`src/rtl/hazard_unit.sv`:
```
// rtl/hazard_unit.sv - pipeline stall/flush/PC-control sequencer for call, return, halt and illegal-opcode hazards
module hazard_unit #(
  parameter int CALL_STALL_CYCLES = 2,
  parameter int RET_DRAIN_CYCLES  = 3,
  parameter int CNT_W             = 4
) (
  input  logic clk,
  input  logic rst,
  input  logic id_valid,
  input  logic stall_fetch,
  input  logic return_in_pipeline,
  input  logic halt,
  input  logic illegal_opcode_exception,
  input  logic mem_busy,
  input  logic wake,
  output logic pc_stall,
  output logic if_id_stall,
  output logic if_id_flush,
  output logic id_ex_stall,
  output logic id_ex_flush,
  output logic ret_pc_load,
  output logic halted
);

  typedef enum logic [1:0] {
    IDLE       = 2'd0,
    CALL_STALL = 2'd1,
    RET_DRAIN  = 2'd2,
    HALTED     = 2'd3
  } state_t;

  // The decode cycle is the first frozen cycle, so the counter is loaded
  // with (total - 2) and the sequence ends in the cycle it reads zero.
  localparam logic [CNT_W-1:0] CALL_LOAD = CNT_W'(CALL_STALL_CYCLES - 2);
  localparam logic [CNT_W-1:0] RET_LOAD  = CNT_W'(RET_DRAIN_CYCLES - 2);

  state_t           state, next_state;
  logic [CNT_W-1:0] cnt, next_cnt;

  // Decode hazards only count when a real instruction sits in ID.
  logic take_ill, take_halt, take_ret, take_call;
  assign take_ill  = id_valid && illegal_opcode_exception;
  assign take_halt = id_valid && halt;
  assign take_ret  = id_valid && return_in_pipeline;
  assign take_call = id_valid && stall_fetch;

  // State and counter registers.
  always_ff @(posedge clk or posedge rst) begin
    if (rst) begin
      state <= IDLE;
      cnt   <= '0;
    end else begin
      state <= next_state;
      cnt   <= next_cnt;
    end
  end

  // Next-state logic: wake out of HALTED beats a memory freeze; otherwise a
  // freeze holds everything in place.
  always_comb begin
    next_state = state;
    next_cnt   = cnt;
    if (state == HALTED) begin
      if (wake) next_state = IDLE;
    end else if (!mem_busy) begin
      case (state)
        IDLE: begin
          if (take_ill) begin
            next_state = IDLE;
          end else if (take_halt) begin
            next_state = HALTED;
          end else if (take_ret) begin
            if (RET_DRAIN_CYCLES > 1) begin
              next_state = RET_DRAIN;
              next_cnt   = RET_LOAD;
            end
          end else if (take_call) begin
            if (CALL_STALL_CYCLES > 1) begin
              next_state = CALL_STALL;
              next_cnt   = CALL_LOAD;
            end
          end
        end
        CALL_STALL, RET_DRAIN: begin
          if (cnt == '0) next_state = IDLE;
          else           next_cnt   = cnt - 1'b1;
        end
        default: next_state = state;
      endcase
    end
  end

  // Output decode from state, counter and current inputs.
  always_comb begin
    pc_stall    = 1'b0;
    if_id_stall = 1'b0;
    if_id_flush = 1'b0;
    id_ex_stall = 1'b0;
    id_ex_flush = 1'b0;
    ret_pc_load = 1'b0;
    halted      = 1'b0;
    if (rst) begin
      pc_stall = 1'b0;
    end else if (state == HALTED) begin
      pc_stall    = 1'b1;
      if_id_stall = 1'b1;
      halted      = 1'b1;
      id_ex_stall = mem_busy && !wake;
    end else if (mem_busy) begin
      pc_stall    = 1'b1;
      if_id_stall = 1'b1;
      id_ex_stall = 1'b1;
    end else begin
      case (state)
        IDLE: begin
          if (take_ill) begin
            id_ex_flush = 1'b1;
          end else if (take_halt) begin
            pc_stall    = 1'b1;
            if_id_stall = 1'b1;
            id_ex_flush = 1'b1;
          end else if (take_ret) begin
            pc_stall    = 1'b1;
            if_id_flush = 1'b1;
            ret_pc_load = (RET_DRAIN_CYCLES == 1);
          end else if (take_call) begin
            pc_stall    = 1'b1;
            if_id_flush = 1'b1;
          end
        end
        CALL_STALL: begin
          pc_stall    = 1'b1;
          if_id_flush = 1'b1;
        end
        RET_DRAIN: begin
          pc_stall    = 1'b1;
          if_id_flush = 1'b1;
          ret_pc_load = (cnt == '0);
        end
        default: pc_stall = 1'b0;
      endcase
    end
  end

endmodule

```
`config.mk`:
```
export PLATFORM = sky130hd
export DESIGN_NAME = hazard_unit
export DESIGN_NICKNAME = d
export VERILOG_FILES = /design/src/rtl/hazard_unit.sv
export SDC_FILE = /design/constraint.sdc
export NUM_CORES = 1
export LEC_CHECK = 0
export ABC_AREA = 0
export CAP_MARGIN = 5
export CORE_ASPECT_RATIO = 1.75
export CORE_MARGIN = 3
export CORE_UTILIZATION = 23
export CTS_CLUSTER_DIAMETER = 40
export CTS_CLUSTER_SIZE = 14
export DETAILED_ROUTE_END_ITERATION = 8
export GPL_TIMING_DRIVEN = 0
export PLACE_DENSITY = 0.43
export SLEW_MARGIN = 20
export SYNTH_ARGS = -nofsm -noshare
export SYNTH_HDL_FRONTEND = slang
export SYNTH_SLANG_ARGS = --single-unit
```
`constraint.sdc`:
```
create_clock -name clk -period 1.83 [get_ports clk]
set_input_delay 0.2745 -clock clk [delete_from_list [all_inputs] [get_ports clk]]
set_output_delay 0.2745 -clock clk [all_outputs]
set_load 0.05 [all_outputs]
```
; ---- After elaboration in Yosys (flattened, before gate mapping)
; Cells that the tools add are included.
[word_totals]
reg_bits = 6
inputBits = 9
out_inout_bits = 7
wordCells = 78
[classes]
add_sub_neg = 1
n_eq_ne = 11
muxes = 49
bitwise = 2
n_reduce_logical = 13
[ops]
columns = cell, n
row1 = $mux 1, 32
row2 = $mux 4, 5
row3 = $mux 2, 8
row4 = $ne 2x2->1 const B, 4
row5 = $pmux 4 s2, 1
row6 = $reduce_and 7->1, 1
row7 = $ne 6x6->1 const B, 1
row8 = $logic_and 1x1->1, 5
row9 = $reduce_and 5->1, 1
row10 = $eq 2x2->1 const B, 2
row11 = $logic_not 4->1, 1
row12 = $pmux 1 s2, 2
row13 = $pmux 2 s2, 1
row14 = $sub 4x1->4 const B, 1
row15 = $ne 3x1->1 const B, 1
row16 = $ne 3x3->1 const B, 1
row17 = $reduce_bool 3->1, 1
row18 = $eq 2x1->1 const B, 1
row19 = $logic_not 2->1, 1
row20 = $ne 2x1->1 const B, 1
row21 = $not 1->1, 2
row22 = $reduce_bool 2->1, 1
row23 = $reduce_or 2->1, 1
row24 = $logic_not 1->1, 1

; ---- Depth between registers and ports, before layout
[depth]
word_depth = 9
ltp_mapped = 7

; ---- Least setup slack after synthesis
; No wires, ideal clock.
[synth_timing]
path_kind = reg2out
from = reg state[1]
to = out if_id_flush
arrival_ps = 1720
required_time_ps = 1556
setup_slack_ps = -165
path_stages_with_launch = 6
path_buffers = 1
path_cell_list = dfrtp_1 ha_1 buf_4 nor3_1 o21ai_0 nor2_1
[synth_via]
elab_chain_len = 6
word_cells_on_any_way = 9
[synth_lines]
columns = element, line
row1 = "start, declared", 37  ; state_t state, next_state;
row2 = "start signal, assigned", 53  ; state <= next_state;
row3 = $eq 2x1->1 / $eq 2x2->1 (equally long branches), 114  ; case (state)
row4 = $reduce_or 2->1 (no source line), -
row5 = $pmux 1 s2, 114
row6 = $mux 1, 109  ; end else if (mem_busy) begin
row7 = $mux 1 (*), 104  ; end else if (state == HALTED) begin
row8 = $mux 1 (*), 102  ; if (rst) begin
row9 = "end, declared", 18  ; output logic if_id_flush,
; Every way passes the cells marked *; elsewhere a longest branch is shown, timed or not.

; ---- Worst setup path after layout
[layout_timing]
from = reg cnt[0]
to = out ret_pc_load
[layout_via]
elab_chain_len = 5
[layout_lines]
columns = element, line
row1 = "start, declared", 38  ; logic [CNT_W-1:0] cnt, next_cnt;
row2 = "start signal, assigned", 54  ; cnt <= next_cnt;
row3 = $logic_not 4->1, 138  ; ret_pc_load = (cnt == '0);
row4 = $mux 1, -
row5 = $mux 1, 109
row6 = $mux 1, 104
row7 = $mux 1, 102
row8 = "end, declared", 21  ; output logic ret_pc_load,
; No other way between the ends.

==> results.toml <==
[run_status]
outcome = "finished, final reports clean"

[global_routing]
overflow = 0
grt_usage_pct = 10.58
grt_pass1_wl_mm = 2.553
antenna_found_initial = 0
grt_max_degree = 10
grt_pass1_vias = 559

[floorplanning]
die-height_um = 73.60
core_um2 = 2389
num_rows = 23
start_util_pct = 25.14
dieArea_um2 = 3284
ios = 16
die_w_um = 44.63

[worst_setup_path]
cp.arrival_ns = 1.50
crit_type = "flop to output port"
rr_worst_depth = 5
r2r_setup_slack_ns = 0.12
cpMaxStageDelayCell = "dfrtp_1"
cp-end-kind = "output port"
max_stage_delay_ns = 0.38
path_buf_inv = 2
path_cells = "inv_2 -> ha_4 -> nor3b_4 -> and3_4 -> buf_8"
worstPathRequired_ns = 1.56
path_max_fanout = 4
r2r_end = "cnt[3]"
cp_top_family = "simple AND/OR/NAND/NOR gates"
worstReg2RegStart = "cnt[0]"
cp-start-kind = "flop"

[final_layout]
drive_above_1_share_pct = 42.39
antenna_cells = 0
nNetsFinal = 109
fin_area_um2 = 980.9
syn_to_final_growth_pct = 63.33

[yosys]
yosysUniqueCellTypes = 32
synth_warnings = 0
yosysTopAreaCell = "dfrtp_1"
synth_seq_area_share_pct = 25.00
muxShareOfSynthArea_pct = 6.667
ys_top_cells_by_area = "dfrtp_1, ha_1, mux2i_1"
yosysTopAreaCellShare_pct = 25.00
syn_avg_cell_area_um2 = 8.580
synthXorXnorAreaFrac_pct = 0
synth_compound_area_share_pct = 27.29
synth_simple_gate_area_share_pct = 20.83
yosys.area_share.adder_pct = 12.50
yosys_register_bits = 6
synth_cells = 70
syn_area_um2 = 600.6
synth_nets = 85
synth_top_family_by_area = "compound AO/OA/AOI/OAI gates"

[drt]
wire_per_inst_um = 13.68
ant_nets = 0
drt-total-wl_mm = 1.601
route.detailed.drc = 0
vias = 595
via_per_inst = 5.085
drtIter0Drc = 8
firstDrtPassIters = 4

[sta]
period_share_pct = 97.03
finalClockSkew_ns = 0.004648
post-route-min-period_ns = 1.776
slew_headroom_pct = 70.07
hold_viol = 0
setup-violations-final = 0
drv_slew = 0
rsz0062_at_grt = "true"
tightest_slew_ns = 0.4451
tns_ns = 0
max_freq_mhz = 563.2

[power]
vdd_drop_max_mv = 0.5959
p_leak_nw = 0.4260
power_density_nw_per_um2 = 1357

[clock_tree]
cts_buffers = 3
cts.clk_slew.worst_paths_ns = 0.04
htreeDepth = 1
cts_tree = "done"
clk_path_buf_depth = 2
cts_root_buf = "clkbuf_8"
clk_latency_ns = 0.22
cts_sinks = 6

[flow_run]
cap_violations = 0

[hold_path]
hold_path_class = "input port to async pin"

[placement]
post-dp-hpwl_mm = 1.215
gp_congestion = 0.7117
port_buffers = 14
placedInstanceArea_um2 = 779.5
[cell usage in the layout (no fill, tap or decap), types with 2 or more instances in the layout]
| cell | count |
|---|---|
| inv_1 | 2 |
| nor3_4 | 2 |
| mux2i_1 | 4 |
| clkdlybuf4s50_1 | 3 |
| ha_4 | 3 |
| clkbuf_8 | 3 |
| nor2b_1 | 2 |
| inv_2 | 5 |
| buf_2 | 2 |
| a21oi_1 | 2 |
| buf_4 | 4 |
| o31ai_1 | 2 |
| dlygate4sd2_1 | 3 |
| buf_8 | 2 |
| ha_1 | 2 |
| nand2_1 | 5 |
| nor2_2 | 2 |
| buf_6 | 5 |
| o21ai_1 | 2 |
| dfrtp_1 | 6 |
| nor2_1 | 4 |
[repair_timing]
action,CTS,global route
hold buffers,0,0
pin swaps,2,5
gates resized for setup,59,17
hold endpoints to repair,0,0
buffers inserted,0,5
setup endpoints to repair,12,7
[layout make-up]
type / instances / area, um^2
Fill cell: 246 / 1408
Clock buffer: 3 / 41.29
Timing Repair Buffer: 19 / 180.2
Buffer: 3 / 31.28
Sequential cell: 6 / 150.1
Tap cell: 25 / 31.28
Inverter: 7 / 26.28
Multi-Input combinational cell: 54 / 520.5
[synth_stat cells, drive strengths merged]
cell	number
nor2	6
o2111a	1
a2111oi	1
nand2	5
o31ai	2
mux2i	4
inv	7
o21ai	3
nor3b	1
o211ai	1
ha	6
a21o	1
a21boi	1
a21oi	3
buf	2
a221oi	1
or3	1
o41ai	1
dfrtp	6
or2b	1
a22o	1
nor2b	3
a311oi	1
nor3	3
a31oi	1
nand3	1
clkbuf	1
and3	2
nand2b	1
a211oi	1
o31a	1
[layer usage]
metal | track usage (%) | vias up | part of all wire, %
met5 | 0 | - | 0
met4 | 5.034 | 0 | 1.3
met3 | 2.206 | 2 | 3.1
met2 | 18.24 | 12 | 56
met1 | 11.87 | 283 | 39
li1 | - | 298 | -
[sequential cells by signal, summed over array words and instances, names as in the netlist]
name,flops
state,2
cnt,4
[metrics by stage]
step / hold WS (ns) / total power, W / cells / utilization, % / worst slack, ns
6_report: 0.1842 / 0.001331 / 117 / 41.07 / 0.05442
4_1_cts: 0.1963 / 0.001202 / 112 / 36.51 / 0.01166
2_1_floorplan: 0.07077 / 0.0007493 / 70 / - / 0.03711
3_5_place_dp: 0.5258 / 0.0009099 / 109 / 32.63 / -0.7140
5_1_grt: 0.2292 / 0.001435 / 117 / 41.07 / -0.01227
3_3_place_gp: 0.5281 / 0.0009057 / 109 / 32.63 / -0.7350
[power breakdown]
part / switching [W] / total (W) / internal, W
combinational: 0.000464 / 0.000879 / 0.000415
sequential: 0.0000608 / 0.000253 / 0.000192
clock: 0.0000582 / 0.000200 / 0.000141
total: 0.000583 / 0.00133 / 0.000748
[worst max path at each step]
stage	start	end	slack, ns	cells after the start
after floorplan	state[1]	if_id_flush	0.04	5
after global routing	state[1]	state[0]	-0.01	7
final	cnt[0]	ret_pc_load	0.05	5
after detailed placement	cnt[0]	ret_pc_load	-0.71	5
after CTS	illegal_opcode_exception	if_id_stall	0.01	5
after global placement	mem_busy	if_id_flush	-0.73	5
[cells by family after synthesis]
family / count (synthesis)
AO/OA/AOI/OAI: 20
AND/OR/NAND/NOR: 24
multiplexers: 4
adder cells (fa/ha/maj): 6
buffers and inverters: 10
flip-flops: 6
Power figures use the tool's default switching activity.
